`src/rtl/noc_mmio_interface_if.sv`:
```
// Bus and network signal bundle for noc_mmio_interface.
// The slave modport is the network interface's view. The master modport is
// the combined CPU/router environment's view.
interface noc_mmio_interface_if #(
  parameter int COORD_BITS = 1
);
  // picorv32 look-ahead memory bus
  logic                  bus_read;
  logic                  bus_write;
  logic [31:0]           bus_addr;
  logic [31:0]           bus_wdata;
  logic [31:0]           bus_rdata;
  logic                  bus_hit;

  // Hoplite router port, outbound
  logic [31:0]           net_out_data;
  logic [COORD_BITS-1:0] net_out_x_dest;
  logic [COORD_BITS-1:0] net_out_y_dest;
  logic                  net_out_valid;
  logic                  net_out_ready;

  // Hoplite router port, inbound
  logic [31:0]           net_in_data;
  logic [COORD_BITS-1:0] net_in_x_src;
  logic [COORD_BITS-1:0] net_in_y_src;
  logic                  net_in_valid;
  logic                  net_in_ready;

  logic                  irq;

  modport slave (
    input  bus_read, bus_write, bus_addr, bus_wdata,
    input  net_out_ready,
    input  net_in_data, net_in_x_src, net_in_y_src, net_in_valid,
    output bus_rdata, bus_hit,
    output net_out_data, net_out_x_dest, net_out_y_dest, net_out_valid,
    output net_in_ready, irq
  );

  modport master (
    output bus_read, bus_write, bus_addr, bus_wdata,
    output net_out_ready,
    output net_in_data, net_in_x_src, net_in_y_src, net_in_valid,
    input  bus_rdata, bus_hit,
    input  net_out_data, net_out_x_dest, net_out_y_dest, net_out_valid,
    input  net_in_ready, irq
  );
endinterface

```
`src/rtl/noc_mmio_interface.sv`:
```
// Memory-mapped network interface between a picorv32 look-ahead bus and one
// Hoplite router port. It provides buffered TX/RX queues, a per-message
// destination, receive source tagging, sticky error flags, node-ID readback
// and a level interrupt.
module noc_mmio_interface #(
  parameter int          COORD_BITS = 1,
  parameter int          X_COORD    = 0,
  parameter int          Y_COORD    = 0,
  parameter int          TX_DEPTH   = 4,
  parameter int          RX_DEPTH   = 4,
  parameter logic [31:0] BASE_ADDR  = 32'h1000_0100
) (
  input logic                clk,
  input logic                reset_n,
  noc_mmio_interface_if.slave io
);

  localparam int TX_AW = $clog2(TX_DEPTH);
  localparam int TX_CW = $clog2(TX_DEPTH + 1);
  localparam int RX_AW = $clog2(RX_DEPTH);
  localparam int RX_CW = $clog2(RX_DEPTH + 1);

  localparam logic [2:0] REG_TX_DEST = 3'h0;
  localparam logic [2:0] REG_TX_DATA = 3'h1;
  localparam logic [2:0] REG_RX_DATA = 3'h2;
  localparam logic [2:0] REG_RX_SRC  = 3'h3;
  localparam logic [2:0] REG_STATUS  = 3'h4;
  localparam logic [2:0] REG_CONTROL = 3'h5;
  localparam logic [2:0] REG_NODE_ID = 3'h6;

  // One queued message. Field order matches the storage concatenations below.
  typedef struct packed {
    logic [COORD_BITS-1:0] x;
    logic [COORD_BITS-1:0] y;
    logic [31:0]           data;
  } entry_t;

  // Coordinates packed into the shared TX_DEST / RX_SRC / NODE_ID layout.
  function automatic logic [31:0] coord_word(input logic [COORD_BITS-1:0] x,
                                             input logic [COORD_BITS-1:0] y);
    logic [31:0] w;
    w                   = '0;
    w[COORD_BITS-1:0]   = x;
    w[16 +: COORD_BITS] = y;
    return w;
  endfunction

  // ---------------------------------------------------------------------------
  // Address decode. The base only needs to be word-aligned, so the window is
  // found by subtraction rather than by matching upper address bits.
  // ---------------------------------------------------------------------------
  logic [31:0] addr_off;
  logic        in_win;
  logic [2:0]  reg_sel;
  logic        rd_en;
  logic        wr_en;
  logic        unused_addr_bits;

  assign addr_off         = io.bus_addr - BASE_ADDR;
  assign in_win           = (addr_off[31:5] == 27'd0);
  assign reg_sel          = addr_off[4:2];
  assign unused_addr_bits = ^addr_off[1:0];
  assign rd_en            = io.bus_read  && in_win;
  assign wr_en            = io.bus_write && in_win;

  // ---------------------------------------------------------------------------
  // Control/status registers
  // ---------------------------------------------------------------------------
  logic [COORD_BITS-1:0] tx_dest_x;
  logic [COORD_BITS-1:0] tx_dest_y;
  logic                  irq_en;
  logic                  tx_overflow;
  logic                  rx_underflow;
  logic                  status_wr;

  assign status_wr = wr_en && (reg_sel == REG_STATUS);

  // ---------------------------------------------------------------------------
  // TX FIFO (first-word fall-through towards the router)
  // ---------------------------------------------------------------------------
  entry_t            tx_mem [TX_DEPTH];
  entry_t            tx_head;
  logic [TX_AW-1:0]  tx_wr_ptr;
  logic [TX_AW-1:0]  tx_rd_ptr;
  logic [TX_CW-1:0]  tx_count;
  logic              tx_empty;
  logic              tx_full;
  logic              tx_write;
  logic              tx_push;
  logic              tx_pop;
  logic              tx_drop;

  assign tx_empty = (tx_count == '0);
  assign tx_full  = (tx_count == TX_CW'(TX_DEPTH));
  assign tx_pop   = !tx_empty && io.net_out_ready;
  assign tx_write = wr_en && (reg_sel == REG_TX_DATA);
  // A full FIFO still takes the write when the head leaves on the same edge.
  assign tx_push  = tx_write && (!tx_full || tx_pop);
  assign tx_drop  = tx_write && tx_full && !tx_pop;
  assign tx_head  = tx_mem[tx_rd_ptr];

  // TX storage write.
  // NOTE: FIFO storage has no reset; the count gates every use of its contents.
  always_ff @(posedge clk) begin
    if (tx_push) tx_mem[tx_wr_ptr] <= {tx_dest_x, tx_dest_y, io.bus_wdata};
  end

  // TX pointers and occupancy.
  // NOTE: sequential state uses non-blocking assignments so every register
  // samples the pre-edge values of its neighbours.
  always_ff @(posedge clk or negedge reset_n) begin
    if (!reset_n) begin
      tx_wr_ptr <= '0;
      tx_rd_ptr <= '0;
      tx_count  <= '0;
    end else begin
      if (tx_push) tx_wr_ptr <= tx_wr_ptr + TX_AW'(1);
      if (tx_pop)  tx_rd_ptr <= tx_rd_ptr + TX_AW'(1);
      case ({tx_push, tx_pop})
        2'b10:   tx_count <= tx_count + TX_CW'(1);
        2'b01:   tx_count <= tx_count - TX_CW'(1);
        default: ;
      endcase
    end
  end

  // ---------------------------------------------------------------------------
  // RX FIFO (filled by the router, drained by RX_DATA reads)
  // ---------------------------------------------------------------------------
  entry_t            rx_mem [RX_DEPTH];
  entry_t            rx_head;
  logic [RX_AW-1:0]  rx_wr_ptr;
  logic [RX_AW-1:0]  rx_rd_ptr;
  logic [RX_CW-1:0]  rx_count;
  logic              rx_empty;
  logic              rx_full;
  logic              rx_read;
  logic              rx_push;
  logic              rx_pop;
  logic              rx_miss;

  assign rx_empty = (rx_count == '0);
  assign rx_full  = (rx_count == RX_CW'(RX_DEPTH));
  assign rx_read  = rd_en && (reg_sel == REG_RX_DATA);
  assign rx_pop   = rx_read && !rx_empty;
  // Reading an empty FIFO underflows even if a word arrives on the same edge.
  assign rx_miss  = rx_read && rx_empty;
  assign rx_push  = io.net_in_valid && !rx_full;
  assign rx_head  = rx_mem[rx_rd_ptr];

  // RX storage write.
  always_ff @(posedge clk) begin
    if (rx_push) rx_mem[rx_wr_ptr] <= {io.net_in_x_src, io.net_in_y_src, io.net_in_data};
  end

  // RX pointers and occupancy.
  always_ff @(posedge clk or negedge reset_n) begin
    if (!reset_n) begin
      rx_wr_ptr <= '0;
      rx_rd_ptr <= '0;
      rx_count  <= '0;
    end else begin
      if (rx_push) rx_wr_ptr <= rx_wr_ptr + RX_AW'(1);
      if (rx_pop)  rx_rd_ptr <= rx_rd_ptr + RX_AW'(1);
      case ({rx_push, rx_pop})
        2'b10:   rx_count <= rx_count + RX_CW'(1);
        2'b01:   rx_count <= rx_count - RX_CW'(1);
        default: ;
      endcase
    end
  end

  // Writable registers and sticky flags; a hardware set beats a W1C clear.
  always_ff @(posedge clk or negedge reset_n) begin
    if (!reset_n) begin
      tx_dest_x    <= '0;
      tx_dest_y    <= '0;
      irq_en       <= 1'b0;
      tx_overflow  <= 1'b0;
      rx_underflow <= 1'b0;
    end else begin
      if (wr_en && (reg_sel == REG_TX_DEST)) begin
        tx_dest_x <= io.bus_wdata[COORD_BITS-1:0];
        tx_dest_y <= io.bus_wdata[16 +: COORD_BITS];
      end
      if (wr_en && (reg_sel == REG_CONTROL)) irq_en <= io.bus_wdata[0];
      tx_overflow  <= tx_drop || (tx_overflow  && !(status_wr && io.bus_wdata[3]));
      rx_underflow <= rx_miss || (rx_underflow && !(status_wr && io.bus_wdata[4]));
    end
  end

  // ---------------------------------------------------------------------------
  // Read path: select from pre-edge state, register on the read edge.
  // ---------------------------------------------------------------------------
  logic [31:0] rdata_next;
  logic [31:0] bus_rdata_q;
  logic        bus_hit_q;
  logic        irq_q;

  // Read data mux.
  // NOTE: assigning a default first keeps every path driven, so no latch.
  always_comb begin
    rdata_next = '0;
    case (reg_sel)
      REG_TX_DEST: rdata_next = coord_word(tx_dest_x, tx_dest_y);
      REG_RX_DATA: rdata_next = rx_empty ? '0 : rx_head.data;
      REG_RX_SRC:  rdata_next = rx_empty ? '0 : coord_word(rx_head.x, rx_head.y);
      REG_STATUS:  rdata_next = {8'd0, 8'(tx_count), 8'(rx_count), 3'd0,
                                 rx_underflow, tx_overflow, tx_empty, tx_full, !rx_empty};
      REG_CONTROL: rdata_next = {31'd0, irq_en};
      REG_NODE_ID: rdata_next = coord_word(COORD_BITS'(X_COORD), COORD_BITS'(Y_COORD));
      default:     rdata_next = '0;
    endcase
  end

  // Registered bus response and interrupt.
  always_ff @(posedge clk or negedge reset_n) begin
    if (!reset_n) begin
      bus_rdata_q <= '0;
      bus_hit_q   <= 1'b0;
      irq_q       <= 1'b0;
    end else begin
      bus_hit_q <= rd_en;
      if (rd_en) bus_rdata_q <= rdata_next;
      irq_q <= irq_en && !rx_empty;
    end
  end

  assign io.bus_rdata      = bus_rdata_q;
  assign io.bus_hit        = bus_hit_q;
  assign io.irq            = irq_q;
  assign io.net_in_ready   = !rx_full;
  assign io.net_out_valid  = !tx_empty;
  assign io.net_out_data   = tx_empty ? '0 : tx_head.data;
  assign io.net_out_x_dest = tx_empty ? '0 : tx_head.x;
  assign io.net_out_y_dest = tx_empty ? '0 : tx_head.y;

endmodule
```
`src/flat_wrapper.sv`:
```
// flat-port wrapper written by rule: the top's interface ports become plain ports
module noc_mmio_interface_flat 
#(
  parameter int          COORD_BITS = 1,
  parameter int          X_COORD    = 0,
  parameter int          Y_COORD    = 0,
  parameter int          TX_DEPTH   = 4,
  parameter int          RX_DEPTH   = 4,
  parameter logic [31:0] BASE_ADDR  = 32'h1000_0100
)
  (clk, reset_n, io_bus_read, io_bus_write, io_bus_addr, io_bus_wdata, io_net_out_ready, io_net_in_data, io_net_in_x_src, io_net_in_y_src, io_net_in_valid, io_bus_rdata, io_bus_hit, io_net_out_data, io_net_out_x_dest, io_net_out_y_dest, io_net_out_valid, io_net_in_ready, io_irq);
  noc_mmio_interface_if #(.COORD_BITS(COORD_BITS)) io_i ();
  input logic clk;
  input logic reset_n;
  input wire logic [$bits(io_i.bus_read)-1:0] io_bus_read;
  input wire logic [$bits(io_i.bus_write)-1:0] io_bus_write;
  input wire logic [$bits(io_i.bus_addr)-1:0] io_bus_addr;
  input wire logic [$bits(io_i.bus_wdata)-1:0] io_bus_wdata;
  input wire logic [$bits(io_i.net_out_ready)-1:0] io_net_out_ready;
  input wire logic [$bits(io_i.net_in_data)-1:0] io_net_in_data;
  input wire logic [$bits(io_i.net_in_x_src)-1:0] io_net_in_x_src;
  input wire logic [$bits(io_i.net_in_y_src)-1:0] io_net_in_y_src;
  input wire logic [$bits(io_i.net_in_valid)-1:0] io_net_in_valid;
  output wire logic [$bits(io_i.bus_rdata)-1:0] io_bus_rdata;
  output wire logic [$bits(io_i.bus_hit)-1:0] io_bus_hit;
  output wire logic [$bits(io_i.net_out_data)-1:0] io_net_out_data;
  output wire logic [$bits(io_i.net_out_x_dest)-1:0] io_net_out_x_dest;
  output wire logic [$bits(io_i.net_out_y_dest)-1:0] io_net_out_y_dest;
  output wire logic [$bits(io_i.net_out_valid)-1:0] io_net_out_valid;
  output wire logic [$bits(io_i.net_in_ready)-1:0] io_net_in_ready;
  output wire logic [$bits(io_i.irq)-1:0] io_irq;
  assign io_i.bus_read = io_bus_read;
  assign io_i.bus_write = io_bus_write;
  assign io_i.bus_addr = io_bus_addr;
  assign io_i.bus_wdata = io_bus_wdata;
  assign io_i.net_out_ready = io_net_out_ready;
  assign io_i.net_in_data = io_net_in_data;
  assign io_i.net_in_x_src = io_net_in_x_src;
  assign io_i.net_in_y_src = io_net_in_y_src;
  assign io_i.net_in_valid = io_net_in_valid;
  assign io_bus_rdata = io_i.bus_rdata;
  assign io_bus_hit = io_i.bus_hit;
  assign io_net_out_data = io_i.net_out_data;
  assign io_net_out_x_dest = io_i.net_out_x_dest;
  assign io_net_out_y_dest = io_i.net_out_y_dest;
  assign io_net_out_valid = io_i.net_out_valid;
  assign io_net_in_ready = io_i.net_in_ready;
  assign io_irq = io_i.irq;
  noc_mmio_interface #(.COORD_BITS(COORD_BITS), .X_COORD(X_COORD), .Y_COORD(Y_COORD), .TX_DEPTH(TX_DEPTH), .RX_DEPTH(RX_DEPTH), .BASE_ADDR(BASE_ADDR)) u_core (.clk(clk), .reset_n(reset_n), .io(io_i));
endmodule
```
`config.mk`:
```
export PLATFORM = sky130hd
export DESIGN_NAME = noc_mmio_interface_flat
export DESIGN_NICKNAME = d
export VERILOG_FILES = /design/src/rtl/noc_mmio_interface_if.sv /design/src/rtl/noc_mmio_interface.sv /design/src/flat_wrapper.sv
export SDC_FILE = /design/constraint.sdc
export NUM_CORES = 1
export LEC_CHECK = 0
export CAP_MARGIN = 20
export CORE_ASPECT_RATIO = 1.2
export CORE_UTILIZATION = 55
export CTS_CLUSTER_DIAMETER = 80
export DETAILED_ROUTE_END_ITERATION = 10
export GPL_ROUTABILITY_DRIVEN = 0
export PLACE_DENSITY = 0.79
export SLEW_MARGIN = 20
export SYNTH_ARGS = -nofsm -noshare
export SYNTH_HDL_FRONTEND = slang
export SYNTH_SLANG_ARGS = --single-unit
export TNS_END_PERCENT = 100
```
`constraint.sdc`:
```
create_clock -name clk -period 4.5 [get_ports clk]
set_clock_uncertainty 0.05 [all_clocks]
set_input_delay 0.45 -clock clk [delete_from_list [all_inputs] [get_ports clk]]
set_output_delay 0.45 -clock clk [all_outputs]
set_load 0.02 [all_outputs]
```
==> results.md, run 1 <==
- Reg2reg end: u_core.tx_count[2]
- Unique masters post-synth: 50
- Grt total ovfl: 0
- Fin Setup TNS: 0 ps
- Synth Register Bits: 325
- Crit path largest cell delay: 510 ps
- Min cycle time layout: about 3900 ps
- Reg2reg start: u_core.tx_count[2]
- Fillers: 1429
- Rows: 61
- Area share of the largest cell type after synthesis: 62.2%
- CTS tree: built
- Fmax: 0.259 GHz
- Synth Warn #: 0
- Final nets: 1006
- CP Data Arrival Time: 4270 ps
- Clock latency on the worst-skew pair: roughly 530 ps
- Post-CTS Resized: 0
- CTS HTree Levels: 1
- CTS max path bufs: 3
- CP endpoint kind: flip-flop
- CTS root buffer: clkbuf_16
- Antenna violations before repair: 0
- Max-slew violation count: 0
- Die area: 24500 um2
- Io pins: roughly 170
- Antenna Cells: 0
- Dpl cells: 1172
- Max cap viols: 0
- Syn Std Cell Area: 13100 um2
- Final Setup Violations: 0
- Syn Area/Cell: 18.7 um2
- Number of global-route vias before repair: 7538
- Register-to-register setup slack: between 1500 and 2000 ps
- Post-Syn Nets: 817
- Clock Sinks: 325
- Die height: 171 um
- Vias: around 7000
- CP Launch Point: io_bus_addr[8]
- Critical path class: input pin to flip-flop
- Non-Filler Instances: 1228
- Remaining antenna violation count after routing: 0
- Pwr/cell area: 419 nW/um2
- GRT Total Usage: a little over a fifth
- Critical path buffers and inverters: 3
- Worst Slack Setup Final: 638 ps
- Synth Flop Type: edfxtp_1
- Clock Pin Slew Worst Setup and Hold Paths: 70 ps
- # DRC: 0
- Critical path, cell by cell: clkdlybuf4s50_1, inv_1, ha_1, nor4b_1, nand4_1, a211oi_1, nor3_1, nor4b_1, and2_1, ha_1, inv_1, fa_1, xor2_1, nor2_1, xor2_1
- Pre-CTS setup slack: between 150 and 200 ps
- CP Launch Type: input pin
- Post-synth EDFFs: 272
- Worst rel slew slack: 36.2%
- RSZ-0062 raised after global routing: no
- Share of post-route cells with drive strength above 1: 16.9%
- Post-CTS Setup Repair Bufs: 0
- Initial drt markers: 577
- TritonCTS Buffers: 30
- Chip width: 143 um
- CP required: about 4900 ps
- Most common cell after layout, fill and taps aside: edfxtp_1
- Slowest cell on crit path: clkdlybuf4s50_1
- Crit path to: u_core.rx_count[2]
- Hpwl dp: 16400 um
- Stages on the worst setup path: 15
- Hold Vio Cnt, Final: 0
- WL final: between 20000 and 30000 um
- Crit-path max FO: 5
- Avg WL per Cell: around 21 um
- Status: complete, no violations
- Max IR drop VDD: approximately 0.4 mV
- Pin count of the biggest net entering global routing: 54
- Hold crit path type: input pin to asynchronous set/reset pin
- Cts hold-fix bufs: 0
- Most frequent cells in the layout: 272 x edfxtp_1, 170 x clkdlybuf4s50_1, 68 x mux4_2, 50 x dfrtp_1, 39 x inv_1
- Starting density of the core: 56.4%
- Tcrit/Tclk final: 85.8%
- Register area share after synthesis: 72.3%
- Fraction of registers with async set/reset: 16.3%
- I/O Buffers: 171
- Synth area leaders: edfxtp_1 62%, mux4_2 12%, dfrtp_1 10%
- Gate Count Post-Synth: 700
- DRT Pass-1 Iters: 4
- Vias/cell: 5.69
- Leak: 5.59 nW
- Core area: 23300 um2
- R2R depth: 9
- Crit-path leading delay family: simple AND/OR/NAND/NOR gates
- Synth area leader: edfxtp_1
- P&R area growth vs syn: 24.5%
- Measured slew at the worst slew-check pin: 957 ps
- First-pass GRT wire length: 39600 um
[per-layer routing]
layer,global-route usage [%],share of wire (%),routed length [um]
met5,0,0,0
met3,4.51,7.7,1980
met1,26.1,38,9620
met4,6.50,2.0,503
met2,38.4,53,13500
[logic make-up (layout without fill, tap and decap cells)]
group           count (synthesis)  in the layout  synth area share, %
compound gates                 26             26                 1.64
buf+inv                        67            280                 2.04
flops                         325            325                 72.3
mux                           107            107                 14.8
xor+xnor                       15             15                 1.00
simple gates                  147            147                 6.83
fa+ha+maj                      13             13                 1.35
[cells in the mapped netlist, types with 6 or more instances]
cell / number
nand2_1: 30
mux2i_1: 24
nor3b_1: 8
xnor2_1: 6
edfxtp_1: 272
dfrtp_1: 53
mux2_1: 10
clkbuf_1: 17
nor2_1: 11
a22o_1: 8
xor2_1: 9
nand3_1: 9
nor3_1: 6
inv_1: 39
ha_1: 11
mux4_2: 68
nor4_1: 12
and2_1: 41
[worst min path at each step]
stage                        start                      end  slack [ps]  cells after the start
2_1_floorplan              reset_n        u_core.io.bus_hit         100                      0
3_3_place_gp   u_core.tx_rd_ptr[1]      u_core.tx_rd_ptr[1]         410                      1
3_5_place_dp   u_core.tx_rd_ptr[1]      u_core.tx_rd_ptr[1]         440                      1
4_1_cts                    reset_n      u_core.rx_underflow          30                      2
5_1_grt                    reset_n  u_core.io.bus_rdata[21]          70                      2
6_report                   reset_n      u_core.rx_underflow          20                      2
[registers in the layout, summed over array words and instances (netlist names), 2 cells and up]
name	flops
u_core.rx_wr_ptr	2
u_core.io.bus_rdata	32
u_core.tx_mem	136
u_core.tx_count	3
u_core.rx_count	3
u_core.tx_wr_ptr	2
u_core.rx_mem	136
u_core.rx_rd_ptr	2
u_core.tx_rd_ptr	2
[stage by stage]
stage	power, mW	util [%]	instance area (um2)	hold slack [ps]
floorplan	3.96	-	13100	104
global placement	4.19	65.6	15300	410
detailed placement	4.24	65.6	15300	438
CTS	6.91	70.2	16300	33.3
global route	7.08	70.2	16300	71.3
finish	6.85	70.2	16300	19.3
[power by group]
group          switching [mW]  leakage, nW  internal [mW]  total, mW
sequential             0.0775         3.09           3.56       3.64
combinational           0.326         1.99          0.214      0.540
clock                    1.06        0.511           1.62       2.67
total                    1.46         5.59           5.39       6.85
[area by class of cell]
| class | count | area, um2 | share of cell area, % |
|---|---|---|---|
| clock buffer | 35 | 801 | 4.90 |
| clock inverter | 21 | 263 | 1.61 |
| inverter | 39 | 146 | 0.896 |
| multi-input combinational | 308 | 3380 | 20.7 |
| sequential | 325 | 9500 | 58.1 |
| tap | 315 | 394 | 2.41 |
| timing repair buffer | 185 | 1860 | 11.4 |
No activity file was read; power rests on OpenSTA's default activity.
==> run 2, diff against run 1 <==
MAX_ROUTING_LAYER = met4   (was default)
==> run 2 against run 1 <==
Effect of this change: critical path depth is the same; cell count is the same; clock-buffer cell count is the same; power is essentially flat; register-to-register slack lost 20 ps; non-clock buffer count is the same; critical path type unchanged; highest routed layer unchanged.
==> results.md, run 2 (synthesis gave the netlist of run 1 again) <==
- Share of post-route cells with drive strength above 1: 16.9% (unchanged)
- WL final: 25700 um (+0.13%)
- Met2 WL: 13600 um (+0.78%)
- Vias/cell: 5.70 (+0.23%)
- CP Launch Type: input pin
- Sequential group share of total power: 53.1% (about the same)
- Hpwl dp: 16400 um (unchanged)
- Crit path largest cell delay: 510 ps (about the same)
- Critical path buffers and inverters: 3 (unchanged)
- Met1 Wirelength: 9680 um (+0.59%)
- CTS HTree Levels: 1 (unchanged)
- Fillers: 1429 (unchanged)
- Tcrit/Tclk final: 85.4% (-0.45 points)
- Final nets: 1006 (unchanged)
- Clock Sinks: 325 (unchanged)
- Hold Vio Cnt, Final: 0 (unchanged)
- Cts hold-fix bufs: 0 (unchanged)
- Antenna violations before repair: 0 (unchanged)
- Io pins: 174 (unchanged)
- Initial drt markers: 575 (-0.35%)
- CP Data Arrival Time: 4250 ps (-20 ps)
- RSZ-0062 raised after global routing: no
- Pin count of the biggest net entering global routing: 54 (unchanged)
- Uppermost routed layer: met4
- Most common cell after layout, fill and taps aside: edfxtp_1
- I/O Buffers: 171 (unchanged)
- Rows: 61 (unchanged)
- Die area: 24500 um2 (unchanged)
- Fin Setup TNS: 0 ps (unchanged)
- Clock latency on the worst-skew pair: 540 ps (about the same)
- Worst rel slew slack: 35.9% (-0.29 points)
- Pre-CTS setup slack: 172 ps (unchanged)
- Core area: 23300 um2 (unchanged)
- CTS root buffer: clkbuf_16
- Final hold slack: 15.5 ps (-3.83 ps)
- Grt total ovfl: 0 (unchanged)
- Clock Pin Slew Worst Setup and Hold Paths: 70 ps (about the same)
- Leak: 5.59 nW (unchanged)
- Final Setup Violations: 0 (unchanged)
- Number of global-route vias before repair: 7525 (-0.17%)
- Final instance area: 16300 um2 (unchanged)
- CP required: 4910 ps (about the same)
- NetSw: 1.46 mW (-0.10%)
- Post-CTS Resized: 0 (unchanged)
- Internal Power: 5.39 mW (about the same)
- GRT Total Usage: 22.1% (+0.69 points)
- TritonCTS Buffers: 30 (unchanged)
- Critical path class: input pin to flip-flop
- Post-CTS Setup Repair Bufs: 0 (unchanged)
- Hold crit path type: input pin to asynchronous set/reset pin
- CTS max path bufs: 3 (unchanged)
- Combinational power share: 7.9% (about the same)
- Crit-path max FO: 5 (unchanged)
- DRT Pass-1 Iters: 5 (+1)
- Dpl cell area: 15300 um2 (unchanged)
- Crit-path leading delay family: simple AND/OR/NAND/NOR gates
- Max IR drop VDD: 0.389 mV (-0.51%)
- First-pass GRT wire length: 39600 um (+0.12%)
- CTS tree: built
- Clock share of power: 39.0% (about the same)
- Worst Slack Setup Final: 659 ps (+20.3 ps)
- Pwr/cell area: 419 nW/um2 (about the same)
- Chip width: 143 um (unchanged)
- Most frequent cells in the layout: 272 x edfxtp_1, 170 x clkdlybuf4s50_1, 68 x mux4_2, 50 x dfrtp_1, 39 x inv_1
- Critical path, cell by cell: clkdlybuf4s50_1, inv_1, ha_1, nor4b_1, nand4_1, a211oi_1, nor3_1, nor4b_1, and2_1, ha_1, inv_1, fa_1, xor2_1, nor2_1, xor2_1
- Fmax: 0.260 GHz (+0.53%)
- Slowest cell on crit path: clkdlybuf4s50_1
- Antenna Cells: 0 (unchanged)
- Measured slew at the worst slew-check pin: 961 ps (+4.28 ps)
- Switching portion of total power: 21.3% (about the same)
- Status: complete, no violations
- Remaining antenna violation count after routing: 0 (unchanged)
- Met3 WL: 1840 um (-6.9%)
- Max cap viols: 0 (unchanged)
- Avg WL per Cell: 20.9 um (+0.13%)
- # DRC: 0 (unchanged)
- Min cycle time layout: 3840 ps (-20.3 ps)
- Vias: 7004 (+0.23%)
- CP endpoint kind: flip-flop
- Max-slew violation count: 0 (unchanged)
- P&R area growth vs syn: 24.5% (unchanged)
- Die height: 171 um (unchanged)
- Starting density of the core: 56.4% (unchanged)
run 2: cell counts in the layout (fill, tap and decap cells not counted):
Identical to the previous run, type by type.
run 2: per-layer routing:
| metal | global-route usage (%) | vias up |
|---|---|---|
| met5 | - | - |
| met4 | 6.40 | 0 |
| met3 | 4.40 | 44 |
| met2 | 38.4 | 274 |
| met1 | 26.3 | 3548 |
| li1 | - | 3138 |
run 2: metrics by stage:
stage | utilization, % | std cells | total power [mW]
6_report | 70.2 | 1228 | 6.85
3_3_place_gp | 65.6 | 1172 | 4.19
2_1_floorplan | - | 700 | 3.96
5_1_grt | 70.2 | 1228 | 7.08
4_1_cts | 70.2 | 1228 | 6.91
3_5_place_dp | 65.6 | 1172 | 4.24
run 2: power by group through the flow:
stage | combinational [mW] | sequential (mW) | clock [mW]
global placement | 0.518 | 3.67 | 0
CTS | 0.550 | 3.64 | 2.72
floorplan | 0.289 | 3.67 | 0
detailed placement | 0.543 | 3.70 | 0
finish | 0.541 | 3.64 | 2.67
global route | 0.592 | 3.65 | 2.84
run 2: final timing paths:
check                      slack [ps]  cells after the start                    from                endpoint
min reg2reg                       450                      1  u_core.io.bus_rdata[8]  u_core.io.bus_rdata[8]
max reg2reg                      1720                      9      u_core.tx_count[0]      u_core.tx_count[2]
max in group asynchronous        3840                      2                 reset_n     u_core.tx_rd_ptr[0]
min in group clk                  450                      1  u_core.io.bus_rdata[8]  u_core.io.bus_rdata[8]
max                               660                     15          io_bus_addr[8]      u_core.rx_count[2]
min                                20                      2                 reset_n     u_core.rx_underflow
run 2: cell type report:
class / instances / area [um2] / area share, %
tap: 315 / 394 / 2.41
clock inverter: 21 / 263 / 1.61
clock buffer: 35 / 801 / 4.90
inverter: 39 / 146 / 0.896
sequential: 325 / 9500 / 58.1
multi-input combinational: 308 / 3380 / 20.7
timing repair buffer: 185 / 1860 / 11.4
==> run 3, diff against run 2 <==
CORE_MARGIN = 1.5   (was default)
GPL_TIMING_DRIVEN = 0   (was default)
clock period = 3.8 ns   (was 4.5 ns; I/O delays follow)
==> run 3 against run 2 <==
Effect of this change: clock power about the same; register-to-register slack got worse by 1400 ps; sequential share of layout area fell by 0.28 points; sequential power increased by 18%; design area increased by 0.44%; clock-buffer cell count is 4 higher; routed wire length up 1.3%; non-clock buffer count increased by 25; first-iteration DRC count decreased by 9.7%; die area rose by 1.3%; critical path type unchanged; largest power group unchanged; highest routed layer unchanged.
==> results.md, run 3 (synthesis gave the netlist of run 1 again) <==
- Io pins: 174 (unchanged)
- R2R depth: 11 (+2)
- Remaining antenna violation count after routing: 0 (unchanged)
- Status: complete, no violations
- Fmax: roughly 0.28 GHz
- Reg2reg end: u_core.rx_count[2]
- CP endpoint kind: flip-flop
- CP required: 4220 ps (-690 ps)
- Chip width: 144 um (+0.70%)
- Final nets: 1031 (+2.5%)
- Crit path largest cell delay: 510 ps (about the same)
- Core area: 23300 um2 (unchanged)
- Dpl cells: 1195 (+2.0%)
- Hold Vio Cnt, Final: 0 (unchanged)
- Worst Slack Setup Final: 275 ps (-384 ps)
- Register Area: 9490 um2 (about the same)
- Leak: 5.61 nW (+0.37%)
- Area occupied by multi-input gates: 3420 um2 (+1.2%)
- Most frequent cells in the layout: 272 x edfxtp_1, 170 x clkdlybuf4s50_1, 68 x mux4_2, 53 x dfrtp_1, 39 x inv_1
- Clock Sinks: 325 (unchanged)
- CTS max path bufs: 3 (unchanged)
- Final instance area: 16400 um2 (+0.44%)
- CP Launch Type: input pin
- Crit-path max FO: 10 (+5)
- Max IR drop VDD: 0.420 mV (+8.0%)
- Max cap viols: 0 (unchanged)
- Critical path, cell by cell: clkdlybuf4s50_1, inv_1, ha_1, nor4b_4, nand4_1, a211oi_2, nor3_1, buf_2, nor4b_4, and2_1, ha_1, inv_1, fa_1, xor2_1, nor2_1, xor2_1
- I/O Buffers: 171 (unchanged)
- CP Data Arrival Time: 3950 ps (-300 ps)
- Tcrit/Tclk final: a little over 90%
- Vias/cell: 5.59 (-1.9%)
- Hpwl dp: 17700 um (+8.1%)
- Die height: 172 um (+0.58%)
- First-pass GRT wire length: 39500 um (-0.28%)
- Clock Pin Slew Worst Setup and Hold Paths: 60 ps (about the same)
- Register-to-register setup slack: 280 ps (-1440 ps)
- CTS tree: built
- Dpl cell area: 15400 um2 (+1.1%)
- Critical path class: input pin to flip-flop
- # DRC: 0 (unchanged)
- P&R area growth vs syn: 25.1%
- Hold crit path type: input pin to asynchronous set/reset pin
- Min cycle time layout: 3530 ps
- Vias: 7009 (+0.071%)
- Grt met1 use: 26.5% (+0.19 points)
- Reg2reg start: u_core.rx_count[2]
- Non-Filler Instances: 1253 (+2.0%)
- Slowest cell on crit path: clkdlybuf4s50_1
- TritonCTS Buffers: 30 (unchanged)
- Pwr/cell area: 471 nW/um2 (+12%)
- Avg WL per Cell: 20.7 um (-0.76%)
- WL final: 26000 um (+1.3%)
- DRT Pass-1 Iters: 5 (unchanged)
- Starting density of the core: 56.4% (unchanged)
- Share of post-route cells with drive strength above 1: 16.2% (-0.66 points)
- Clock latency on the worst-skew pair: 550 ps (about the same)
- Die area: 24800 um2 (+1.3%)
- CTS HTree Levels: 1 (unchanged)
- CTS root buffer: clkbuf_16
- Met3 usage: 4.13% (-0.27 points)
- Grt total ovfl: 0 (unchanged)
- Antenna violations before repair: 0 (unchanged)
- Pin count of the biggest net entering global routing: 33 (-39%)
- Rows: 61 (unchanged)
- Max-slew violation count: 0 (unchanged)
- Pre-CTS setup slack: -790 ps (-962 ps)
- RSZ-0062 raised after global routing: no
- CP Launch Point: io_bus_addr[8]
- M2 GR Usage: 37.9% (-0.51 points)
- Final core occ: 70.5% (+0.31 points)
- GRT Total Usage: 22.0% (-0.15 points)
- Number of global-route vias before repair: 7319 (-2.7%)
- Measured slew at the worst slew-check pin: 755 ps (-206 ps)
- Crit path to: u_core.rx_count[2]
- Initial drt markers: 519 (-9.7%)
- Total power: 7.72 mW (+13%)
- Final Setup Violations: 0 (unchanged)
- Fillers: 1428 (-0.070%)
- Antenna Cells: 0 (unchanged)
- Worst rel slew slack: 49.6% (+14 points)
- Most common cell after layout, fill and taps aside: edfxtp_1
- GRT busiest layer: met2
## run 3: timing repair
action                     in CTS  in global routing
setup endpoints to repair      30                 10
pin swaps                       0                  1
resized for setup               9                  4
hold buffers                    1                  0
hold endpoints to repair       21                  0
buffers inserted                0                  2
gates cloned                    0                  0
## run 3: worst min-delay path by stage
stage | endpoint | slack [ps] | cells past startpoint
final | u_core.io.bus_hit | 230 | 2
after global routing | u_core.io.bus_rdata[8] | 240 | 2
after CTS | u_core.io.bus_hit | 220 | 2
after detailed placement | u_core.io.bus_hit | 260 | 1
after global placement | u_core.io.bus_rdata[18] | 420 | 1
after floorplan | u_core.io.bus_hit | 30 | 0
## run 3: layer usage
layer | vias to the layer above | wire, um | part of all wire (%)
met2 | 238 | 13800 | 53
met4 | 0 | 601 | 2.3
met3 | 45 | 1730 | 6.7
met1 | 3546 | 9910 | 38
li1 | 3180 | - | -
met5 | - | 0 | 0
## run 3: where the power goes
part | internal, mW | switching [mW]
clock | 1.49 | 1.22
combinational | 0.312 | 0.405
sequential | 4.21 | 0.0927
total | 6.01 | 1.72
## run 3: cell type report
| type | instances | area share, % |
|---|---|---|
| Multi-Input combinational cell | 308 | 20.8 |
| Timing Repair Buffer | 183 | 11.8 |
| Clock buffer | 39 | 4.91 |
| Clock inverter | 17 | 0.473 |
| Inverter | 39 | 0.892 |
| Buffer | 27 | 0.854 |
| Tap cell | 315 | 2.40 |
| Sequential cell | 325 | 57.8 |
## run 3: critical path: cells and delay by family
family          cells  cell delay (ps)
buf+inv             4              910
compound gates      1              250
simple gates        6             1320
fa+ha+maj           3              780
xor+xnor            2              320
## run 3: metrics by stage
| stage | hold slack, ps | setup TNS, ps |
|---|---|---|
| floorplan | 34.4 | 0 |
| global placement | 418 | -159470 |
| detailed placement | 260 | -37090 |
| CTS | 223 | 0 |
| global route | 240 | 0 |
| finish | 226 | 0 |
